[config.mk]
export PLATFORM = sky130hd
export DESIGN_NAME = aes_spi_rx_flat
export DESIGN_NICKNAME = d
export VERILOG_FILES = /design/src/rtl/aes_spi_rx_pkg.sv /design/src/rtl/aes_spi_rx_if.sv /design/src/rtl/aes_spi_rx_shreg.sv /design/src/rtl/aes_spi_rx.sv /design/src/flat_wrapper.sv
export SDC_FILE = /design/constraint.sdc
export NUM_CORES = 1
export LEC_CHECK = 0
export CAP_MARGIN = 20
export CELL_PAD_IN_SITES_DETAIL_PLACEMENT = 0
export CELL_PAD_IN_SITES_GLOBAL_PLACEMENT = 1
export CORE_MARGIN = 2
export CORE_UTILIZATION = 40
export CTS_CLUSTER_SIZE = 25
export DETAILED_ROUTE_END_ITERATION = 10
export PLACE_DENSITY = 0.8
export SYNTH_ARGS = -nofsm -noshare
export SYNTH_HDL_FRONTEND = slang
export SYNTH_HIERARCHICAL = 1
export SYNTH_SLANG_ARGS = --single-unit
[constraint.sdc]
create_clock -name clk -period 2.6 [get_ports clk]
set_input_delay 0.52 -clock clk [delete_from_list [all_inputs] [get_ports clk]]
set_output_delay 0.52 -clock clk [all_outputs]
set_load 0.02 [all_outputs]
[src/rtl/aes_spi_rx_pkg.sv]
// Shared types and constants for the AES SPI receive front end.
package aes_pkg;

  localparam int NK_DEFAULT = 4;
  localparam int BLOCK_BITS = 128;

  typedef enum logic {
    ENCRYPT = 1'b0,
    DECRYPT = 1'b1
  } mode_e;

  typedef enum logic [1:0] {
    IDLE,
    SHIFT,
    HOLD,
    DRAIN
  } rx_state_e;

  function automatic int frame_len(input int nk);
    return BLOCK_BITS + 32 * nk;
  endfunction

endpackage

[src/rtl/aes_spi_rx_if.sv]
// Block/key/mode handoff from the SPI receiver to the cipher core.
interface aes_spi_rx_if
  import aes_pkg::*;
#(
  parameter int NK = NK_DEFAULT
);
  logic                 out_valid;
  logic                 out_ready;
  mode_e                out_mode;
  logic [BLOCK_BITS-1:0] out_block;
  logic [32*NK-1:0]     out_key;

  modport master (output out_valid, out_mode, out_block, out_key, input out_ready);
  modport slave  (input out_valid, out_mode, out_block, out_key, output out_ready);
endinterface

[src/rtl/aes_spi_rx_shreg.sv]
// MSB-first frame shift register with a bit counter that saturates at the frame length.
module aes_spi_shreg #(
  parameter int L = 256,
  localparam int CW = $clog2(L + 1)
) (
  input  logic          clk,
  input  logic          rst,
  input  logic          start,
  input  logic          shift,
  input  logic          clear,
  input  logic          din,
  output logic [L-1:0]  data,
  output logic [CW-1:0] count
);

  always_ff @(posedge clk) begin
    if (rst || clear) begin
      data  <= '0;
      count <= '0;
    end else if (start) begin
      data  <= {{(L-1){1'b0}}, din};
      count <= CW'(1);
    end else if (shift && (count < CW'(L))) begin
      data  <= {data[L-2:0], din};
      count <= count + CW'(1);
    end
  end

endmodule

[src/rtl/aes_spi_rx.sv]
// SPI-slave receiver: deserialises block+key, presents them with mode over valid/ready.
// Optional short-frame key reuse is enabled by defining AES_SPI_RX_KEY_REUSE_EN.
module aes_spi_rx
  import aes_pkg::*;
#(
  parameter int Nk = NK_DEFAULT
) (
  input  logic clk,
  input  logic rst,
  input  logic cs1,
  input  logic cs2,
  input  logic mosi,
  aes_spi_rx_if.master core,
  output logic frame_err,
  output logic overrun
);
  // state | meaning
  // IDLE  | waiting for a single select to open a frame
  // SHIFT | collecting frame bits while the same select stays high
  // HOLD  | block/key presented, waiting for the core to accept
  // DRAIN | discarding an errored or dropped frame until both selects fall

  localparam int L  = frame_len(Nk);
  localparam int K  = 32 * Nk;
  localparam int CW = $clog2(L + 1);

  rx_state_e      state, state_nx;
  mode_e          frame_mode;
  logic [L-1:0]   data;
  logic [CW-1:0]  count;
  logic           sr_start, sr_shift, sr_clear;
  logic           load_full, load_short, err_nx, ovr_nx;
  logic           tail, ovr_seen;
  logic           none_sel, single_sel, same_sel, reuse_ok;

  assign none_sel   = !cs1 && !cs2;
  assign single_sel = cs1 ^ cs2;
  assign same_sel   = (frame_mode == DECRYPT) ? (cs2 && !cs1) : (cs1 && !cs2);

`ifdef AES_SPI_RX_KEY_REUSE_EN
  logic key_ok;
  assign reuse_ok = none_sel && (count == CW'(BLOCK_BITS)) && key_ok;

  always_ff @(posedge clk) begin
    if (rst)            key_ok <= 1'b0;
    else if (load_full) key_ok <= 1'b1;
  end
`else
  assign reuse_ok = 1'b0;
`endif

  aes_spi_shreg #(.L(L)) u_shreg (
    .clk   (clk),
    .rst   (rst),
    .start (sr_start),
    .shift (sr_shift),
    .clear (sr_clear),
    .din   (mosi),
    .data  (data),
    .count (count)
  );

  always_comb begin
    state_nx   = state;
    sr_start   = 1'b0;
    sr_shift   = 1'b0;
    sr_clear   = 1'b0;
    load_full  = 1'b0;
    load_short = 1'b0;
    err_nx     = 1'b0;
    ovr_nx     = 1'b0;
    case (state)
      IDLE: begin
        if (single_sel) begin
          sr_start = 1'b1;
          state_nx = SHIFT;
        end else if (cs1 && cs2) begin
          err_nx   = 1'b1;
          state_nx = DRAIN;
        end
      end
      SHIFT: begin
        if (count == CW'(L)) begin
          load_full = 1'b1;
          state_nx  = HOLD;
        end else if (same_sel) begin
          sr_shift = 1'b1;
        end else if (reuse_ok) begin
          load_short = 1'b1;
          state_nx   = HOLD;
        end else begin
          err_nx   = 1'b1;
          sr_clear = 1'b1;
          state_nx = none_sel ? IDLE : DRAIN;
        end
      end
      HOLD: begin
        // A select seen after the frame's own tail has ended belongs to a new frame
        if (!tail && !none_sel && !ovr_seen) ovr_nx = 1'b1;
        if (core.out_ready) state_nx = none_sel ? IDLE : DRAIN;
      end
      DRAIN: begin
        if (none_sel) state_nx = IDLE;
      end
      default: state_nx = IDLE;
    endcase
  end

  always_ff @(posedge clk) begin
    if (rst) begin
      state          <= IDLE;
      frame_mode     <= ENCRYPT;
      core.out_valid <= 1'b0;
      core.out_mode  <= ENCRYPT;
      core.out_block <= '0;
      core.out_key   <= '0;
      frame_err      <= 1'b0;
      overrun        <= 1'b0;
      tail           <= 1'b0;
      ovr_seen       <= 1'b0;
    end else begin
      state     <= state_nx;
      frame_err <= err_nx;
      overrun   <= ovr_nx;
      if (sr_start) frame_mode <= cs2 ? DECRYPT : ENCRYPT;
      if (load_full || load_short) begin
        core.out_valid <= 1'b1;
        core.out_mode  <= frame_mode;
        core.out_block <= load_full ? data[L-1 -: BLOCK_BITS] : data[BLOCK_BITS-1:0];
        // out_key only changes on full frames, so it already holds the key a short frame reuses
        if (load_full) core.out_key <= data[K-1:0];
        tail     <= !none_sel;
        ovr_seen <= 1'b0;
      end else if (state == HOLD) begin
        if (none_sel) tail <= 1'b0;
        if (ovr_nx) ovr_seen <= 1'b1;
        if (core.out_ready) core.out_valid <= 1'b0;
      end
    end
  end

endmodule

[src/flat_wrapper.sv]
// flat-port wrapper written by rule: the top's interface ports become plain ports
module aes_spi_rx_flat import aes_pkg::*;
#(
  parameter int Nk = NK_DEFAULT
)
  (clk, rst, cs1, cs2, mosi, frame_err, overrun, core_out_valid, core_out_mode, core_out_block, core_out_key, core_out_ready);
  aes_spi_rx_if #(.NK((NK_DEFAULT))) core_i ();
  input  logic clk;
  input  logic rst;
  input  logic cs1;
  input  logic cs2;
  input  logic mosi;
  output logic frame_err;
  output logic overrun;
  output wire logic [$bits(core_i.out_valid)-1:0] core_out_valid;
  output wire logic [$bits(core_i.out_mode)-1:0] core_out_mode;
  output wire logic [$bits(core_i.out_block)-1:0] core_out_block;
  output wire logic [$bits(core_i.out_key)-1:0] core_out_key;
  input wire logic [$bits(core_i.out_ready)-1:0] core_out_ready;
  assign core_out_valid = core_i.out_valid;
  assign core_out_mode = core_i.out_mode;
  assign core_out_block = core_i.out_block;
  assign core_out_key = core_i.out_key;
  assign core_i.out_ready = core_out_ready;
  aes_spi_rx #(.Nk(Nk)) u_core (.clk(clk), .rst(rst), .cs1(cs1), .cs2(cs2), .mosi(mosi), .core(core_i), .frame_err(frame_err), .overrun(overrun));
endmodule
==> implementation parameters <==
Parameter                              Value

Outcome
  Result of the run ... finished clean

Timing
  Setup WS post-layout ... roughly 0.088 ns
  Worst rel slew slack ... between 70% and 80%
  Highest attainable clock frequency ... roughly 400 MHz
  Unrepaired setup endpoints after global routing ... false
  Final number of setup-violating endpoints ... 0
  Actual slew at the worst max-slew pin ... around 0.45 ns
  Final hold vios ... 0
  Post-route clock skew ... approximately 0.014 ns
  Final hold slack ... around 0.31 ns
  Final min period ... around 2.5 ns
  Final Cycle Share ... a little over nine tenths
  Slew Limit Fails ... 0

Setup path
  Capturing element type of the critical path ... register
  Worst-path cell chain ... or4b_4, nor3_1, nor3b_1, or3_4, buf_12, buf_4, a21oi_1
  Delay of the slowest cell on the worst path ... about 0.61 ns
  R2R Path Start ... u_core/u_shreg/count[4]$_SDFFE_PP0P_
  Startpoint Class ... register
  WP data required ... between 3 and 4 ns
  Category of cells accounting for the largest share of critical-path delay ... simple AND/OR/NAND/NOR gates
  Endpoint of the worst register-to-register path ... u_core/u_shreg/count[5]$_SDFFE_PP0P_
  Critical path fanouts, max ... 19
  Cell with the largest stage delay on the worst path ... sky130_fd_sc_hd__or4b_4
  Crit path kind ... reg2reg
  CP arrival ... 3.03 ns
  Critical path buffers and inverters ... 2
  Slack of the worst reg-to-reg path ... between 0.08 and 0.09 ns
  Number of cells traversed by the worst register-to-register path ... 7

Floorplanning
  I/O pin cnt ... approximately 270
  Number of rows in the core area ... 84
  DIE HEIGHT ... between 200 and 250 um
  Starting density of the core ... around two fifths
  Full die area ... roughly 56000 sq um
  Width of the die ... about 240 um
  Placeable core region ... around 53000 sq um

Detailed routing
  Total Routed Length ... 48900 um
  Detailed-route via count ... approximately 16000
  Drt pass-1 iters ... 5
  Count of nets left with antenna violations after detail routing ... 0
  Starting DRT DRC Count ... 857
  Number of design rule violations left after detail routing ... 0
  Drt via density ... ~4.8
  Detail-routed net length per standard cell ... 14.8 um

Yosys
  Number of enable-type register cells in the synthesized netlist ... 0
  Syn_nets ... between 2000 and 2500
  Commonest cells in the synthesized netlist ... sky130_fd_sc_hd__dfxtp_1, sky130_fd_sc_hd__nand2b_1, sky130_fd_sc_hd__nand2_1, sky130_fd_sc_hd__mux2i_1, sky130_fd_sc_hd__a21oi_1
  Main area contributors after synthesis ... sky130_fd_sc_hd__dfxtp_1, sky130_fd_sc_hd__nand2b_1, sky130_fd_sc_hd__mux2i_1
  Most instantiated flip-flop cell in the synthesis netlist ... sky130_fd_sc_hd__dfxtp_1
  Netlist area before placement ... around 22000 sq um
  Sequential area share after synthesis ... approximately half
  Top cell type by total area after synthesis ... sky130_fd_sc_hd__dfxtp_1
  FF+latch count, synth ... 530
  Top-area cell type share of the netlist area ... 49.3%
  Post-Syn Instances ... ~2300
  Total number of yosys warnings ... 6
  Number of distinct library cell variants in the gate-level netlist after synthesis ... 42
  Cell with the most instances after synthesis ... sky130_fd_sc_hd__dfxtp_1
  Syn Area/Cell ... ~9 sq um
  FFs w/ async S/R, synth ... 0%

Global route
  Wire length of the first global-routing pass ... 79600 um
  Antenna violations before repair ... 0
  Total grt overflow ... 0
  Largest net degree at the start of global routing ... between 100 and 150
  Number of global-route vias before repair ... around 15000
  Tot GR Track Use ... between 10% and 20%

Clock network
  Clock transition time at the flip-flop clock pins of the worst setup and hold paths ... roughly 0.060 ns
  Clock buffer count from CTS ... 56
  Number of levels in the clock H-tree ... 2
  Number of buffers inserted for hold repair after clock tree synthesis ... 0
  Number of setup buffers added after CTS ... 0
  Clock buffer depth ... 3
  Number of cells upsized or downsized after cts ... 0
  Number of sinks handled by clock tree synthesis ... between 500 and 600
  Clock root buffer master ... sky130_fd_sc_hd__clkbuf_16
  Clock tree from TritonCTS ... built
  Skew-Pair Late Insertion Delay ... ~0.6 ns

Placed design
  Placement-stage worst setup slack ... -0.205 ns
  Post-DP HPWL ... roughly 32000 um
  Final Wtd Congestion ... 0.771
  Number of buffers added on ports ... approximately 270

Cells and area
  Layout filler cell count ... 4859
  Ratio of cells with drive above 1 in the final layout ... ~10%
  Area growth, synth to finish ... 26.6%
  Final net count ... 2581
  Fraction of the core area covered by cells at the end of the flow ... approximately half
  Antenna diodes ... 0

Power
  Pwr Density ... between 600 and 700 nW/um^2
  Worst ir drop on vdd ... around 0.56 mV
  Total power consumption of the routed design ... ~0.018 W
  Leakage component of the power ... about 8.4 nW

Hold path
  Critical hold path startpoint ... rst
  Hold path cells ... 2
  Class of the worst hold path ... in2reg
  Worst hold path endpoint ... u_core/frame_mode$_SDFFE_PP0P_

Flow run
  Number of max-cap violations ... 0
how the worst max path moves through the flow:
stage | from | end | slack [ns] | depth (start not counted)
6_report | u_core/u_shreg/count[4]$_SDFFE_PP0P_ | u_core/u_shreg/count[5]$_SDFFE_PP0P_ | 0.09 | 7
5_1_grt | u_core/u_shreg/count[4]$_SDFFE_PP0P_ | u_core/u_shreg/data[14]$_SDFFE_PP0P_ | 0.03 | 9
4_1_cts | u_core/u_shreg/count[4]$_SDFFE_PP0P_ | u_core/u_shreg/count[5]$_SDFFE_PP0P_ | 0.12 | 7
3_5_place_dp | cs2 | u_core/u_shreg/data[243]$_SDFFE_PP0P_ | -0.20 | 11
3_3_place_gp | cs2 | u_core/u_shreg/count[6]$_SDFFE_PP0P_ | -0.09 | 9
2_1_floorplan | cs1 | u_core/u_shreg/data[205]$_SDFFE_PP0P_ | 0.41 | 10
layout make-up:
class	count	area (sq um)	area share (%)
timing repair buffer	356	3920	14.4
clock inverter	14	230	0.846
sequential	530	10600	39.0
multi-input combinational	1618	9850	36.2
inverter	7	26.3	0.0965
clock buffer	88	1730	6.37
tap	688	861	3.16
worst register-to-register path: stages, from the launching register on:
cell,delay (ns)
sky130_fd_sc_hd__dfxtp_1,0.36
sky130_fd_sc_hd__or4b_4,0.61
sky130_fd_sc_hd__nor3_1,0.42
sky130_fd_sc_hd__nor3b_1,0.13
sky130_fd_sc_hd__or3_4,0.43
sky130_fd_sc_hd__buf_12,0.19
sky130_fd_sc_hd__buf_4,0.17
sky130_fd_sc_hd__a21oi_1,0.14
through the flow:
step / cell area [sq um] / std cells / TNS (ns)
2_1_floorplan: 21500 / 2330 / 0
3_3_place_gp: 25300 / 3199 / -11.70
3_5_place_dp: 25300 / 3199 / -39.64
4_1_cts: 27200 / 3301 / 0
5_1_grt: 27200 / 3301 / 0
6_report: 27200 / 3301 / 0
registers in the layout, summed over array words and instances (netlist names), 2 cells and up:
| register | count |
|---|---|
| u_core/core.out_block | 128 |
| u_core/core.out_key | 128 |
| u_core/state | 2 |
| u_core/u_shreg/count | 9 |
| u_core/u_shreg/data | 256 |
placed cells by master, fill, tap and decap left out, types with 2 or more instances in the layout:
master                            netlist  routed
sky130_fd_sc_hd__o31ai_1                3       3
sky130_fd_sc_hd__or4_1                  5       5
sky130_fd_sc_hd__clkbuf_16              0      57
sky130_fd_sc_hd__inv_1                  7       7
sky130_fd_sc_hd__nand2b_1             517     516
sky130_fd_sc_hd__a21oi_2               70      70
sky130_fd_sc_hd__o21ai_0                7       7
sky130_fd_sc_hd__or3_1                  4       3
sky130_fd_sc_hd__nand3_1                3       3
sky130_fd_sc_hd__a211oi_1               2       2
sky130_fd_sc_hd__dfxtp_1              530     530
sky130_fd_sc_hd__clkbuf_8               0      19
sky130_fd_sc_hd__nand2_1              514     514
sky130_fd_sc_hd__nor3_1                 4       4
sky130_fd_sc_hd__clkinv_2               0       5
sky130_fd_sc_hd__buf_4                 20      45
sky130_fd_sc_hd__clkbuf_1              84      12
sky130_fd_sc_hd__bufinv_16              0       6
sky130_fd_sc_hd__buf_12                 2      46
sky130_fd_sc_hd__nor2_1                 6       6
sky130_fd_sc_hd__clkdlybuf4s50_1        0     264
sky130_fd_sc_hd__nor3b_1                2       2
sky130_fd_sc_hd__mux2i_1              259     259
sky130_fd_sc_hd__a21oi_1              193     193
sky130_fd_sc_hd__nand3b_1               4       4
sky130_fd_sc_hd__inv_6                  0       2
sky130_fd_sc_hd__ha_1                   6       6
routing by layer:
metal	share of wire (%)	track usage, %	up-vias
li1	-	-	7994
met1	46	22.4	7433
met2	48	28.8	253
met3	4.0	3.41	61
met4	1.8	4.25	0
met5	0	0	-
power by group:
group	total, W	leakage [nW]	internal [W]	switching, W
Sequential	0.00816	4.27	0.00814	0.0000232
Combinational	0.00110	3.13	0.000466	0.000633
Clock	0.00840	0.967	0.00514	0.00326
Total	0.0177	8.37	0.0137	0.00391
logic make-up after synthesis:
kind of cell / after synthesis / synth area share [%]
DFF: 530 / 49.3
AOI/OAI and AO/OA: 282 / 7.93
adders and majority gates: 6 / 0.349
muxes: 259 / 12.1
and+or+nand+nor: 1069 / 25.2
xor gates and xnor gates: 2 / 0.0815
buffers and inverters: 182 / 5.01
Power figures use the tool's default switching activity.
==> RTL change: new RTL, same settings <==
Set the package constant `BLOCK_BITS` to 132 (it was 128).
--- a/src/rtl/aes_spi_rx_pkg.sv
+++ b/src/rtl/aes_spi_rx_pkg.sv
@@ -4,3 +4,3 @@
   localparam int NK_DEFAULT = 4;
-  localparam int BLOCK_BITS = 128;
+  localparam int BLOCK_BITS = 132;
 
Interface: changed (resized core_out_block); port bits go from 266 to 270. No check against the original RTL was run, so the function may have changed too.
==> RTL change against the unedited design <==
- setup slack gained 0.065 ns
- cell area shrank 10%
- critical endpoint is now u_core/u_shreg/data[255]
- highest routed layer unchanged
- sequential share of layout area grew 5.2 points
- count of clock-buffer cells in the layout shrank 9
- register-to-register slack gained 0.08 ns
- sequential cell count grew 8
- non-clock buffer count shrank 25
- combinational power shrank 20%
- total power shrank 3.1%
- sequential power grew 1%
- cell count shrank 9.5%
- routed wire length shrank 9.8%
- area after synthesis shrank 9.1%
==> RTL change: results (changes against the unedited design) <==
FF-to-FF End u_core/u_shreg/data[255]; Synth cell types 41 (-2.4%); hold_ws 0.3035 ns (-0.006554 ns); sequential element share of the synthesized area 55.08% (+5.7 points); leakage 8.183 nW (-2.2%); fillcell total 4559 (-6.2%); slew margin rel. 47.08% (-23 points); skew final 0.02400 ns (+0.009659 ns); Worst-Skew Late Latency 0.60 ns (about the same); CP Data Arrival Time 2.95 ns (-0.08 ns); total detailed-routing wirelength 44060 um (-9.8%); Crit path largest cell delay 0.50 ns (-0.11 ns); Register-to-Register Path Depth 9 (+2); Detailed Place HPWL 29030 um (-10%); post-CTS resize count 0 (unchanged); vias in the first global route 14320 (-6.7%); final core area utilization 50.10% (-1.4 points); Critical Path Source cs2; Routed WL per cell 14.75 um (-0.35%); Inserted Clock Buffers 55 (-1.8%); port buffer count 269 (+1.5%); ANT cells 0 (unchanged); Max Root-Sink Buffers 3 (unchanged); CP max FO 17 (-2); Post-Place Cells 2892 (-9.6%); fraction of layout cells with a size suffix above 1 6.596% (-3.4 points); Via density 4.804 (+0.74%); hold path depth 2 (unchanged); slowest CP cell or4b_4; DP Area 0.02252 mm2 (-11%); Main synth FF type dfxtp_1; largest net degree at the start of global routing 165 (+19%); clock slew at reported path FFs 0.06 ns (about the same); GRT Overall Usage 17.06% (-0.023 points); status completed; Synth area leader dfxtp_1; drt pass-1 iters 5 (unchanged); Post-synth top cells nand2_1 (790), dfxtp_1 (538), a21oi_1 (268), mux2i_1 (263), buf_2 (48); Place WS -0.4304 ns (-0.2257 ns); most frequent cell after synthesis nand2_1; Placer Congestion 0.7748 (+0.56%); top area cells in the synthesized netlist dfxtp_1 (55%), nand2_1 (15%), mux2i_1 (13%); CP delay by family, top buffers and inverters; largest registers u_core/u_shreg/data (260), u_core/core.out_block (132), u_core/core.out_key (128); Post-Synthesis Cells 2086 (-10%); first-pass GRT wire length 71460 um (-10%); Final nets 2339 (-9.4%); reg2reg start u_core/u_shreg/count[3]; internal reg-to-reg setup slack 0.17 ns (+0.08 ns); Worst VDD drop 0.4991 mV (-10%); drt initial violations 690 (-19%)
-- RTL change: cell families (layout without fill, tap and decap cells) --
| logic type | after synthesis | after routing | synth area share (%) |
|---|---|---|---|
| AO/OA/AOI/OAI | 289 | 289 | 7.627 |
| adder cells (fa/ha/maj) | 6 | 6 | 0.3839 |
| buffers and inverters | 157 | 436 | 6.763 |
| flip-flops | 538 | 538 | 55.08 |
| multiplexers | 263 | 263 | 13.46 |
| AND/OR/NAND/NOR | 833 | 833 | 16.69 |
-- RTL change: worst max path at each step --
stage	slack (ns)	end	depth (start not counted)
after detailed placement	-0.43	u_core/u_shreg/data[255]	10
after CTS	0.17	u_core/u_shreg/data[255]	9
final	0.15	u_core/u_shreg/data[255]	10
after floorplan	0.20	u_core/u_shreg/data[10]	9
after global placement	-0.38	u_core/u_shreg/data[235]	10
after global routing	0.05	u_core/u_shreg/data[255]	9
-- RTL change: final cells by class --
class                           count  area share, %
Sequential cell                   538          44.19
Multi-Input combinational cell   1391          30.64
Timing Repair Buffer              331          14.21
Clock buffer                       79          6.679
Tap cell                          622          3.193
Clock inverter                     16         0.9343
Inverter                           10         0.1540
-- RTL change: report_power, final --
part	total (mW)	switching [mW]	leakage, nW	internal [mW]
clock network	7.96	3.15	0.907	4.81
logic	0.877	0.509	2.94	0.368
registers	8.27	0.0166	4.33	8.26
-- RTL change: per-layer routing --
layer,track usage [%],part of all wire [%],vias to the layer above
met5,0,0,-
met4,5.469,2.1,0
met3,3.494,4.6,63
met2,29.46,48,221
met1,21.28,45,6711
li1,-,-,7354
